**src/rtl/alu_mc_pkg.sv**
```systemverilog
// Shared opcode constants, FSM state encoding and flag bit positions for alu_multicycle.
package alu_mc_pkg;

    localparam logic [2:0] ALU_ADD = 3'b000;
    localparam logic [2:0] ALU_SUB = 3'b001;
    localparam logic [2:0] ALU_AND = 3'b010;
    localparam logic [2:0] ALU_ORR = 3'b011;
    localparam logic [2:0] ALU_EOR = 3'b100;
    localparam logic [2:0] ALU_ADC = 3'b101;
    localparam logic [2:0] ALU_MUL = 3'b110;
    localparam logic [2:0] ALU_DIV = 3'b111;

    typedef enum logic [1:0] {
        S_IDLE = 2'b00,
        S_CALC = 2'b01,
        S_DONE = 2'b10
    } state_t;

    localparam int FLAG_N = 3;
    localparam int FLAG_Z = 2;
    localparam int FLAG_C = 1;
    localparam int FLAG_V = 0;

endpackage

```
**src/rtl/alu_multicycle_if.sv**
```systemverilog
// Start/Busy/Done operand and result bundle between the control unit and alu_multicycle.
interface alu_multicycle_if #(parameter int WIDTH = 32);
    logic             Start;
    logic [2:0]       ALUControl;
    logic [WIDTH-1:0] Src_A;
    logic [WIDTH-1:0] Src_B;
    logic             Carry_In;
    logic [WIDTH-1:0] ALUResult;
    logic [WIDTH-1:0] ALUResult_Hi;
    logic [3:0]       ALUFlags;
    logic             Busy;
    logic             Done;

    modport master (
        output Start, ALUControl, Src_A, Src_B, Carry_In,
        input  ALUResult, ALUResult_Hi, ALUFlags, Busy, Done
    );

    modport slave (
        input  Start, ALUControl, Src_A, Src_B, Carry_In,
        output ALUResult, ALUResult_Hi, ALUFlags, Busy, Done
    );
endinterface

```
**src/rtl/mul_div_iter.sv**
```systemverilog
// Iterative unsigned shift-add multiplier / restoring divider sharing one 2*WIDTH register.
// Divide step exists only when ALU_MC_DIV_EN is defined.
module mul_div_iter #(
    parameter int WIDTH = 32
) (
    input  logic             clk,
    input  logic             srst,
    input  logic             start_i,
    input  logic             is_div_i,
    input  logic [WIDTH-1:0] a_i,
    input  logic [WIDTH-1:0] b_i,
    output logic             done_o,
    output logic [WIDTH-1:0] lo_o,
    output logic [WIDTH-1:0] hi_o,
    output logic             dbz_o
);
    localparam int CNT_W = $clog2(WIDTH) + 1;

    logic [2*WIDTH-1:0] acc_q, acc_d;
    logic [WIDTH-1:0]   b_q;
    logic               div_q;
    logic               run_q;
    logic [CNT_W-1:0]   cnt_q;

    logic [WIDTH:0]     mul_sum;
    logic [2*WIDTH-1:0] mul_next;

    // Multiplier: {hi, lo} starts as {0, A}; add B into hi when the lsb is set, then shift right.
    assign mul_sum  = {1'b0, acc_q[2*WIDTH-1:WIDTH]} + (acc_q[0] ? {1'b0, b_q} : '0);
    assign mul_next = {mul_sum, acc_q[WIDTH-1:1]};

`ifdef ALU_MC_DIV_EN
    logic [WIDTH:0]     partial;
    logic [WIDTH:0]     diff;
    logic               geq;
    logic [2*WIDTH-1:0] div_next;

    // Divider: {rem, quo} starts as {0, A}; shift left and keep the trial subtraction if it fits.
    assign partial  = acc_q[2*WIDTH-1:WIDTH-1];
    assign diff     = partial - {1'b0, b_q};
    assign geq      = (partial >= {1'b0, b_q});
    assign div_next = geq ? {diff[WIDTH-1:0], acc_q[WIDTH-2:0], 1'b1}
                          : {partial[WIDTH-1:0], acc_q[WIDTH-2:0], 1'b0};
    assign acc_d    = div_q ? div_next : mul_next;
`else
    assign acc_d    = mul_next;
`endif

    assign done_o = run_q && (cnt_q == CNT_W'(WIDTH - 1));
    assign lo_o   = acc_d[WIDTH-1:0];
    assign hi_o   = acc_d[2*WIDTH-1:WIDTH];
    assign dbz_o  = div_q && (b_q == '0);

    always_ff @(posedge clk) begin
        if (srst) begin
            acc_q <= '0;
            b_q   <= '0;
            div_q <= 1'b0;
            run_q <= 1'b0;
            cnt_q <= '0;
        end else if (start_i) begin
            acc_q <= {{WIDTH{1'b0}}, a_i};
            b_q   <= b_i;
            div_q <= is_div_i;
            run_q <= 1'b1;
            cnt_q <= '0;
        end else if (run_q) begin
            acc_q <= acc_d;
            cnt_q <= cnt_q + CNT_W'(1);
            if (done_o) begin
                run_q <= 1'b0;
            end
        end
    end
endmodule

```
**src/rtl/alu_multicycle.sv**
```systemverilog
// Multi-cycle ALU: single-cycle ADD/SUB/AND/ORR/EOR/ADC, iterative MUL and optional DIV.
// Define ALU_MC_DIV_EN to build the iterative divider for opcode 111.
module alu_multicycle
    import alu_mc_pkg::*;
#(
    parameter int WIDTH = 32
) (
    input logic           CLK,
    input logic           RESET,
    alu_multicycle_if.slave bus
);
    state_t           state_q, state_d;
    logic [WIDTH-1:0] res_q, res_d, hi_q, hi_d;
    logic [3:0]       flags_q, flags_d;

    logic             is_iter, iter_start, iter_done, iter_dbz;
    logic [WIDTH-1:0] iter_lo, iter_hi;

    logic [WIDTH:0]   sum;
    logic [WIDTH-1:0] sc_res;
    logic             sc_c, sc_v;

`ifdef ALU_MC_DIV_EN
    assign is_iter = (bus.ALUControl == ALU_MUL) || (bus.ALUControl == ALU_DIV);
`else
    assign is_iter = (bus.ALUControl == ALU_MUL);
`endif

    mul_div_iter #(.WIDTH(WIDTH)) u_iter (
        .clk      (CLK),
        .srst     (RESET),
        .start_i  (iter_start),
        .is_div_i (bus.ALUControl == ALU_DIV),
        .a_i      (bus.Src_A),
        .b_i      (bus.Src_B),
        .done_o   (iter_done),
        .lo_o     (iter_lo),
        .hi_o     (iter_hi),
        .dbz_o    (iter_dbz)
    );

    always_comb begin
        sum    = '0;
        sc_res = '0;
        sc_c   = 1'b0;
        sc_v   = 1'b0;
        case (bus.ALUControl)
            ALU_ADD, ALU_ADC: begin
                sum    = {1'b0, bus.Src_A} + {1'b0, bus.Src_B}
                       + ((bus.ALUControl == ALU_ADC) ? {{WIDTH{1'b0}}, bus.Carry_In} : '0);
                sc_res = sum[WIDTH-1:0];
                sc_c   = sum[WIDTH];
                sc_v   = (bus.Src_A[WIDTH-1] == bus.Src_B[WIDTH-1])
                      && (sc_res[WIDTH-1] != bus.Src_A[WIDTH-1]);
            end
            ALU_SUB: begin
                sum    = {1'b0, bus.Src_A} + {1'b0, ~bus.Src_B} + (WIDTH+1)'(1);
                sc_res = sum[WIDTH-1:0];
                sc_c   = sum[WIDTH];
                sc_v   = (bus.Src_A[WIDTH-1] != bus.Src_B[WIDTH-1])
                      && (sc_res[WIDTH-1] != bus.Src_A[WIDTH-1]);
            end
            ALU_AND: sc_res = bus.Src_A & bus.Src_B;
            ALU_ORR: sc_res = bus.Src_A | bus.Src_B;
            ALU_EOR: sc_res = bus.Src_A ^ bus.Src_B;
            default: sc_res = '0;
        endcase
    end

    always_comb begin
        state_d    = state_q;
        res_d      = res_q;
        hi_d       = hi_q;
        flags_d    = flags_q;
        iter_start = 1'b0;
        case (state_q)
            S_CALC: begin
                if (iter_done) begin
                    state_d         = S_DONE;
                    res_d           = iter_lo;
                    hi_d            = iter_hi;
                    flags_d         = '0;
                    flags_d[FLAG_N] = iter_lo[WIDTH-1];
                    flags_d[FLAG_Z] = (iter_lo == '0);
                    flags_d[FLAG_V] = iter_dbz;
                end
            end
            default: begin
                // IDLE and DONE both accept a launch, giving zero-bubble back-to-back ops.
                state_d = S_IDLE;
                if (bus.Start) begin
                    if (is_iter) begin
                        state_d    = S_CALC;
                        iter_start = 1'b1;
                    end else begin
                        state_d         = S_DONE;
                        res_d           = sc_res;
                        hi_d            = '0;
                        flags_d[FLAG_N] = sc_res[WIDTH-1];
                        flags_d[FLAG_Z] = (sc_res == '0);
                        flags_d[FLAG_C] = sc_c;
                        flags_d[FLAG_V] = sc_v;
                    end
                end
            end
        endcase
    end

    always_ff @(posedge CLK) begin
        if (RESET) begin
            state_q <= S_IDLE;
            res_q   <= '0;
            hi_q    <= '0;
            flags_q <= '0;
        end else begin
            state_q <= state_d;
            res_q   <= res_d;
            hi_q    <= hi_d;
            flags_q <= flags_d;
        end
    end

    assign bus.ALUResult    = res_q;
    assign bus.ALUResult_Hi = hi_q;
    assign bus.ALUFlags     = flags_q;
    assign bus.Busy         = (state_q == S_CALC);
    assign bus.Done         = (state_q == S_DONE);
endmodule
```
**src/flat_wrapper.sv**
```systemverilog
// flat-port wrapper written by rule: the top's interface ports become plain ports
module alu_multicycle_flat import alu_mc_pkg::*;
#(
    parameter int WIDTH = 32
)
  (CLK, RESET, bus_Start, bus_ALUControl, bus_Src_A, bus_Src_B, bus_Carry_In, bus_ALUResult, bus_ALUResult_Hi, bus_ALUFlags, bus_Busy, bus_Done);
  alu_multicycle_if #(.WIDTH(WIDTH)) bus_i ();
  input logic CLK;
  input logic RESET;
  input wire logic [$bits(bus_i.Start)-1:0] bus_Start;
  input wire logic [$bits(bus_i.ALUControl)-1:0] bus_ALUControl;
  input wire logic [$bits(bus_i.Src_A)-1:0] bus_Src_A;
  input wire logic [$bits(bus_i.Src_B)-1:0] bus_Src_B;
  input wire logic [$bits(bus_i.Carry_In)-1:0] bus_Carry_In;
  output wire logic [$bits(bus_i.ALUResult)-1:0] bus_ALUResult;
  output wire logic [$bits(bus_i.ALUResult_Hi)-1:0] bus_ALUResult_Hi;
  output wire logic [$bits(bus_i.ALUFlags)-1:0] bus_ALUFlags;
  output wire logic [$bits(bus_i.Busy)-1:0] bus_Busy;
  output wire logic [$bits(bus_i.Done)-1:0] bus_Done;
  assign bus_i.Start = bus_Start;
  assign bus_i.ALUControl = bus_ALUControl;
  assign bus_i.Src_A = bus_Src_A;
  assign bus_i.Src_B = bus_Src_B;
  assign bus_i.Carry_In = bus_Carry_In;
  assign bus_ALUResult = bus_i.ALUResult;
  assign bus_ALUResult_Hi = bus_i.ALUResult_Hi;
  assign bus_ALUFlags = bus_i.ALUFlags;
  assign bus_Busy = bus_i.Busy;
  assign bus_Done = bus_i.Done;
  alu_multicycle #(.WIDTH(WIDTH)) u_core (.CLK(CLK), .RESET(RESET), .bus(bus_i));
endmodule
```
**config.mk**
```make
export PLATFORM = sky130hd
export DESIGN_NAME = alu_multicycle_flat
export DESIGN_NICKNAME = d
export VERILOG_FILES = /design/src/rtl/alu_mc_pkg.sv /design/src/rtl/alu_multicycle_if.sv /design/src/rtl/mul_div_iter.sv /design/src/rtl/alu_multicycle.sv /design/src/flat_wrapper.sv
export SDC_FILE = /design/constraint.sdc
export NUM_CORES = 1
export LEC_CHECK = 0
export BUFFER_PORTS_ARGS = -buffer_cell sky130_fd_sc_hd__buf_2
export CELL_PAD_IN_SITES_DETAIL_PLACEMENT = 0
export CELL_PAD_IN_SITES_GLOBAL_PLACEMENT = 1
export CORE_ASPECT_RATIO = 0.5
export CORE_UTILIZATION = 45
export CTS_CLUSTER_DIAMETER = 30
export DETAILED_ROUTE_END_ITERATION = 10
export GPL_TIMING_DRIVEN = 0
export PLACE_DENSITY = 0.82
export SYNTH_ARGS = -nofsm -noshare
export SYNTH_HDL_FRONTEND = slang
export SYNTH_SLANG_ARGS = --single-unit
```
**constraint.sdc**
```tcl
create_clock -name CLK -period 6.7 [get_ports CLK]
set_input_delay 2.01 -clock CLK [delete_from_list [all_inputs] [get_ports CLK]]
set_output_delay 2.01 -clock CLK [all_outputs]
set_load 0.005 [all_outputs]
```
# ---- Yosys cells after proc, flatten, opt, wreduce, memory -nomap -nowiden
# Cells that the tools add are included.
dict set report classes {
  n_addsub 6
  n_eq_ne 16
  muxes 29
  bitwise 4
  reduce_logical 13
}
# op count
set ops {}
lappend ops {{32-bit 2-to-1 mux} 11}
lappend ops {{32-bit one-hot mux with 5 select lines} 1}
lappend ops {{32-bit by 32-bit adder with 33-bit output} 3}
lappend ops {{32-bit logical NOT} 3}
lappend ops {{33-bit by 1-bit adder with 33-bit output (second input constant)} 1}
lappend ops {{33-bit adder} 1}
lappend ops {{32-bit AND} 1}
lappend ops {{32-bit inverter} 1}
lappend ops {{32-bit OR} 1}
lappend ops {{32-bit XOR} 1}
lappend ops {{4-bit 2-to-1 mux} 4}
lappend ops {{3-bit equality test (second input constant)} 4}
lappend ops {{2-bit 2-to-1 mux} 4}
lappend ops {{1-bit 2-to-1 mux} 7}
lappend ops {{6-bit by 1-bit adder with 6-bit output (second input constant)} 1}
lappend ops {{3-bit by 2-bit equality test with 1-bit output (second input constant)} 2}
lappend ops {{6-bit by 5-bit equality test with 1-bit output (second input constant)} 1}
lappend ops {{1-bit logical AND} 4}
lappend ops {{1-bit one-hot mux with 2 select lines} 2}
lappend ops {{2-bit nonzero test} 2}
lappend ops {{2-bit OR reduction} 2}
lappend ops {{3-bit by 1-bit equality test with 1-bit output (second input constant)} 1}
lappend ops {{3-bit logical NOT} 1}
lappend ops {{1-bit inequality test} 3}
lappend ops {{6 further kinds} 6}
dict set report totals {
  regBits 174
  output_inout_bits 70
}

# ---- Longest topological paths before layout
dict set report depth {
  ltp_word 9
  ltp_mapped 17
}

# ---- By module
# A second synthesis with hierarchy kept.
dict set report hier_totals {
  cells_unflattened 2050
  hier_area_um2 15133.3
}
# mod instances cells_per_inst area_per_inst_um2
set by_module_without_submodules {}
lappend by_module_without_submodules {alu_multicycle 1 1249 8642.0}
lappend by_module_without_submodules {mul_div_iter 1 801 6491.2}

# ---- Worst setup path after synthesis
# OpenSTA, ideal clock, no wires.
dict set report synth_path {
  path_type {input to register}
  start {input bus_ALUControl[2]}
  end {register u_core.flags_q[2], in the netlist u_core.bus.ALUFlags[2]}
  t_arrival_ps 5949
  path_slack_ps 693
  stages 17
  path_buffers 2
  path_cell_list {clkbuf_1 -> clkbuf_1 -> and3_1 -> fa_1 -> fa_1 -> a21oi_1 -> o221ai_1 -> a211oi_1 -> o31a_1 -> nor3_1 -> o41ai_1 -> nand2_1 -> a21oi_1 -> nand3_1 -> or4_1 -> nor3_1 -> a31o_1}
}
dict set report synth_between {
  elab_chain_len 8
}
# element line_no
set synth_rtl {}
lappend synth_rtl {{start: declaration} flat_wrapper.sv:11} ;# input wire logic [$bits(bus_i.ALUControl)-1:0] bus_ALUControl;
lappend synth_rtl {{3-bit equality test} {alu_multicycle.sv:47, alu_multicycle.sv:50}}
lappend synth_rtl {{1-bit 2-to-1 mux} alu_multicycle.sv:50} ;# + ((bus.ALUControl == ALU_ADC) ? {{WIDTH{1'b0}}, bus.Carry_In} : '0);
lappend synth_rtl {{33-bit adder} alu_multicycle.sv:50}
lappend synth_rtl {{32-bit one-hot mux with 5 select lines} alu_multicycle.sv:47} ;# case (bus.ALUControl)
lappend synth_rtl {{32-bit logical NOT} alu_multicycle.sv:100} ;# flags_d[FLAG_Z] = (sc_res == '0);
lappend synth_rtl {{4-bit 2-to-1 mux} alu_multicycle.sv:92} ;# if (is_iter) begin
lappend synth_rtl {{4-bit 2-to-1 mux} alu_multicycle.sv:91} ;# if (bus.Start) begin
lappend synth_rtl {{4-bit 2-to-1 mux} alu_multicycle.sv:76} ;# case (state_q)
lappend synth_rtl {{end signal: assignment} alu_multicycle.sv:119} ;# flags_q <= flags_d;
lappend synth_rtl {{end: declaration} alu_multicycle.sv:14} ;# logic [3:0] flags_q, flags_d;
# Parallel ways exist; a longest one is shown, timed or not. The select of a mux whose other input is x is not followed.
# A chain may end at the register's enable or synchronous reset.

# ---- Worst setup path in the final report
# Ends and elaborated chain as after synthesis.

==> impl_metrics.sql <==
INSERT INTO impl_metrics (metric_group, metric, value, unit) VALUES
('clock_network', 'clkLatencyLatePin', '440', 'ps'),
('drt', 'drt-initial-drc-count', '1685', ''),
('pwr', 'power.internal', '1.826', 'mW'),
('sta', 'worst_slew_pin_slew', '981.0', 'ps'),
('synthesis', 'synth_edf_count', '0', ''),
('run_status', 'run_status', 'completed', ''),
('sta', 'setup-violations-final', '0', ''),
('synthesis', 'mappedNetlistNets', '2096', ''),
('critical_path', 'end_kind', 'flip-flop', ''),
('sta', 'maxSlewHeadroom', '0.3460', ''),
('layout', 'area.growth.synth_to_final', '13.04', '%'),
('critical_path', 'arrival', '6950', 'ps'),
('die', 'height_of_the_die', '126.5', 'µm'),
('die', 'floorplan.initialDensity', '0.4589', ''),
('drt', 'drt_first_pass_iters', '5', ''),
('hold_path', 'hold_path.class', 'reg -> reg', ''),
('critical_path', 'critical_path_required', '7090', 'ps'),
('clock_network', 'tritoncts_num_sinks', '173', ''),
('grt', 'most_crowded_layer_gr', 'met2', ''),
('synthesis', 'ys_warn_count', '0', ''),
('pwr', 'power.share.clock', '0.345', ''),
('place', 'placed_instance_count', '2430', ''),
('pwr', 'irDropWorstVdd', '0.0001960', 'V'),
('clock_network', 'clock_path_buffers', '2', ''),
('clock_network', 'cts_root_buffer', 'sky130_fd_sc_hd__clkbuf_16', ''),
('sta', 'max_freq', '0.1524', 'GHz'),
('flow_run', 'timing.max_cap.violations', '0', ''),
('pwr', 'power.static_leakage', '6.779', 'nW'),
('sta', 'worst_skew', '9.956', 'ps'),
('pwr', 'seqPwrFrac', '0.380', ''),
('die', 'placement_rows', '45', ''),
('pwr', 'net_switching_power_of_the_design', '1.029', 'mW'),
('drt', 'via_per_inst', '5.936', ''),
('die', 'floorplan.die_area', '31760', 'µm²'),
('place', 'numPortBuffers', '139', ''),
('pwr', 'netSwitchingFraction', '0.3605', ''),
('layout', 'multi_input_area', '9558', 'µm²'),
('sta', 'rsz0062_at_grt', 'false', ''),
('grt', 'grt_pass1_wl', '78160', 'µm'),
('layout', 'regArea', '3463', 'µm²'),
('sta', 'finalCriticalPeriod', '6562', 'ps'),
('synthesis', 'mappedNetlistArea', '13950', 'µm²'),
('clock_network', 'post_cts_hold_buffer_count', '0', ''),
('synthesis', 'ys_ff_latch', '173', ''),
('grt', 'grt_overflow_total', '0', ''),
('grt', 'grt.met1_usage', '0.4632', ''),
('grt', 'groute.usage.overall', '0.3207', ''),
('layout', 'layout.core_utilization', '0.5188', ''),
('grt', 'antenna_found_initial', '0', ''),
('synthesis', 'synth-main-ff-cell', 'sky130_fd_sc_hd__dfxtp_1', ''),
('critical_path', 'path_class', 'in -> reg', ''),
('drt', 'post-route-drc-count', '0', ''),
('synthesis', 'gate_count_of_the_mapped_netlist', '1892', ''),
('critical_path', 'rr_startpoint', 'u_core.u_iter.acc_q[0]', ''),
('grt', 'grt_start_max_net_pins', '19', ''),
('hold_path', 'worst_hold_startpoint', 'u_core.u_iter.div_q', ''),
('grt', 'first_global_vias', '13050', ''),
('synthesis', 'syn-mean-instance-area', '7.375', 'µm²'),
('clock_network', 'clkSlewWorstSetupHoldPaths', '70', 'ps'),
('sta', 'final_hold_viol_count', '0', ''),
('place', 'gp_routability_congestion', '0.9735', ''),
('sta', 'timing_max_transition_violations_final', '0', ''),
('drt', 'drtAntennaViolNets', '0', ''),
('layout', 'final_cells', '2464', ''),
('grt', 'met3_usage', '0.05561', ''),
('synthesis', 'ys_seq_area_frac', '0.2482', ''),
('layout', 'layout_cell_share_with_drive_strength_beyond_1', '0.09782', ''),
('drt', 'route.detailed.wl_per_inst', '21.15', 'µm'),
('layout', 'layout.nets', '2256', ''),
('pwr', 'pwr_cell_area', '181.0', 'nW/µm²'),
('clock_network', 'total_clock_buffers_created_by_cts', '17', '');
==> metal layers <==
metal | wire [µm] | part of all wire
met4 | 930 | 0.018
met2 | 22350 | 0.43
met5 | 0 | 0
met3 | 4725 | 0.091
met1 | 24100 | 0.46
==> worst paths after layout <==
path | end | slack (ps) | cells past startpoint
setup / recovery | u_core.bus.ALUFlags[2] | 140 | 18
hold / removal | u_core.u_iter.div_q | 460 | 2
setup reg to reg | u_core.u_iter.acc_q[63] | 2440 | 17
hold reg to reg | u_core.u_iter.div_q | 460 | 2
==> synthesized netlist by cell type (all sizes together), types with 9 or more instances <==
cell type | instances | area, µm²
a211oi | 72 | 545.5
a21o | 28 | 210.2
a21oi | 196 | 980.9
a22oi | 18 | 135.1
a31oi | 13 | 81.33
and2 | 34 | 212.7
and3 | 11 | 68.82
buf | 22 | 92.59
clkbuf | 92 | 345.3
dfxtp | 173 | 3463
ha | 129 | 1614
inv | 138 | 518.0
mux2i | 96 | 960.9
nand2 | 169 | 634.4
nand2b | 19 | 118.9
nand3 | 44 | 220.2
nand4 | 21 | 131.4
nor2 | 236 | 885.9
nor2b | 20 | 125.1
nor3 | 57 | 285.3
nor4 | 21 | 131.4
o211ai | 16 | 120.1
o21a | 18 | 135.1
o21ai | 63 | 315.3
o21bai | 11 | 82.58
o31ai | 13 | 97.59
or2 | 9 | 56.30
xnor2 | 31 | 271.5
xor2 | 13 | 113.9
==> what timing repair did <==
action                                  CTS  global route
endpoints found under the setup margin    0             1
setup buffers                             0             2
hold endpoints to repair                  0             0
resized for setup                         0             5
==> worst max-delay path, cell delays in order <==
cell and delay, ps:
sky130_fd_sc_hd__buf_2 120, sky130_fd_sc_hd__clkbuf_1 210, sky130_fd_sc_hd__clkbuf_1 290, sky130_fd_sc_hd__and3_1 240
sky130_fd_sc_hd__fa_1 430, sky130_fd_sc_hd__fa_1 460, sky130_fd_sc_hd__a21oi_1 330, sky130_fd_sc_hd__o221ai_1 320
sky130_fd_sc_hd__a211oi_2 370, sky130_fd_sc_hd__o31a_1 260, sky130_fd_sc_hd__nor3_1 90, sky130_fd_sc_hd__o41ai_1 360
sky130_fd_sc_hd__nand2_1 110, sky130_fd_sc_hd__a21oi_2 250, sky130_fd_sc_hd__nand3_1 100, sky130_fd_sc_hd__or4_1 550
sky130_fd_sc_hd__nor3_1 260, sky130_fd_sc_hd__a31o_1 170
==> cell usage in the layout (no fill, tap or decap), types with 13 or more instances in the layout <==
cell type and n:
sky130_fd_sc_hd__clkbuf_1 92, sky130_fd_sc_hd__ha_1 129, sky130_fd_sc_hd__and2_1 34, sky130_fd_sc_hd__o21a_1 18
sky130_fd_sc_hd__clkbuf_16 17, sky130_fd_sc_hd__a21o_1 28, sky130_fd_sc_hd__dfxtp_1 173, sky130_fd_sc_hd__inv_1 138
sky130_fd_sc_hd__buf_1 16, sky130_fd_sc_hd__nand4_1 21, sky130_fd_sc_hd__nor2_1 236, sky130_fd_sc_hd__nand2b_1 19
sky130_fd_sc_hd__xor2_1 13, sky130_fd_sc_hd__xnor2_1 31, sky130_fd_sc_hd__nor3_1 57, sky130_fd_sc_hd__a211oi_1 70
sky130_fd_sc_hd__o211ai_1 16, sky130_fd_sc_hd__nand2_1 169, sky130_fd_sc_hd__buf_2 144, sky130_fd_sc_hd__nand3_1 44
sky130_fd_sc_hd__a21oi_1 194, sky130_fd_sc_hd__nor4_1 21, sky130_fd_sc_hd__nor2b_1 20, sky130_fd_sc_hd__mux2i_1 96
sky130_fd_sc_hd__o21ai_0 59, sky130_fd_sc_hd__a22oi_1 18
==> metrics by stage <==
step           hold WS (ps)  TNS (ps)  worst slack (ps)  total power [mW]  instance area [µm²]
6_report              456.5         0             138.2             2.854                15770
5_1_grt               481.8         0             18.73             2.961                15770
4_1_cts               458.7         0             21.04             2.824                15730
3_5_place_dp          448.0    -443.7            -416.7             1.857                15150
3_3_place_gp          427.9    -420.1            -401.1             1.856                15150
2_1_floorplan         417.0         0             692.6             1.580                13950
==> sequential cells by signal, summed over array words and instances, names as in the netlist <==
register / flops
u_core.u_iter.b_q: 32
u_core.state_q: 2
u_core.bus.ALUFlags: 3
u_core.bus.ALUResult: 32
u_core.bus.ALUResult_Hi: 32
u_core.u_iter.div_q: 1
u_core.u_iter.cnt_q: 6
u_core.u_iter.acc_q: 64
u_core.u_iter.run_q: 1
==> power groups by stage <==
| stage | clock (mW) | combinational (mW) | sequential, mW |
|---|---|---|---|
| after floorplan | 0 | 0.478 | 1.10 |
| after global routing | 1.03 | 0.843 | 1.09 |
| after global placement | 0 | 0.748 | 1.11 |
| after detailed placement | 0 | 0.748 | 1.11 |
| final | 0.984 | 0.785 | 1.09 |
| after CTS | 0.988 | 0.751 | 1.09 |
==> cell type report <==
| class | instances | share of cell area |
|---|---|---|
| buffer | 114 | 0.02776 |
| clock buffer | 18 | 0.02784 |
| clock inverter | 14 | 0.009281 |
| inverter | 138 | 0.03284 |
| multi-input combinational | 1467 | 0.6060 |
| sequential | 173 | 0.2196 |
| tap | 399 | 0.03165 |
| timing repair buffer | 141 | 0.04506 |
==> cells by family (layout without fill, tap and decap cells) <==
logic type	Yosys count	in the layout	synth area share
and+or+nand+nor	666	666	0.2192
adders and majority gates	133	133	0.1214
AOI/OAI and AO/OA	525	525	0.2438
muxes	99	99	0.07129
DFF	173	173	0.2482
xor gates and xnor gates	44	44	0.02762
buffers and inverters	252	425	0.06851
No activity file was read; power rests on OpenSTA's default activity.
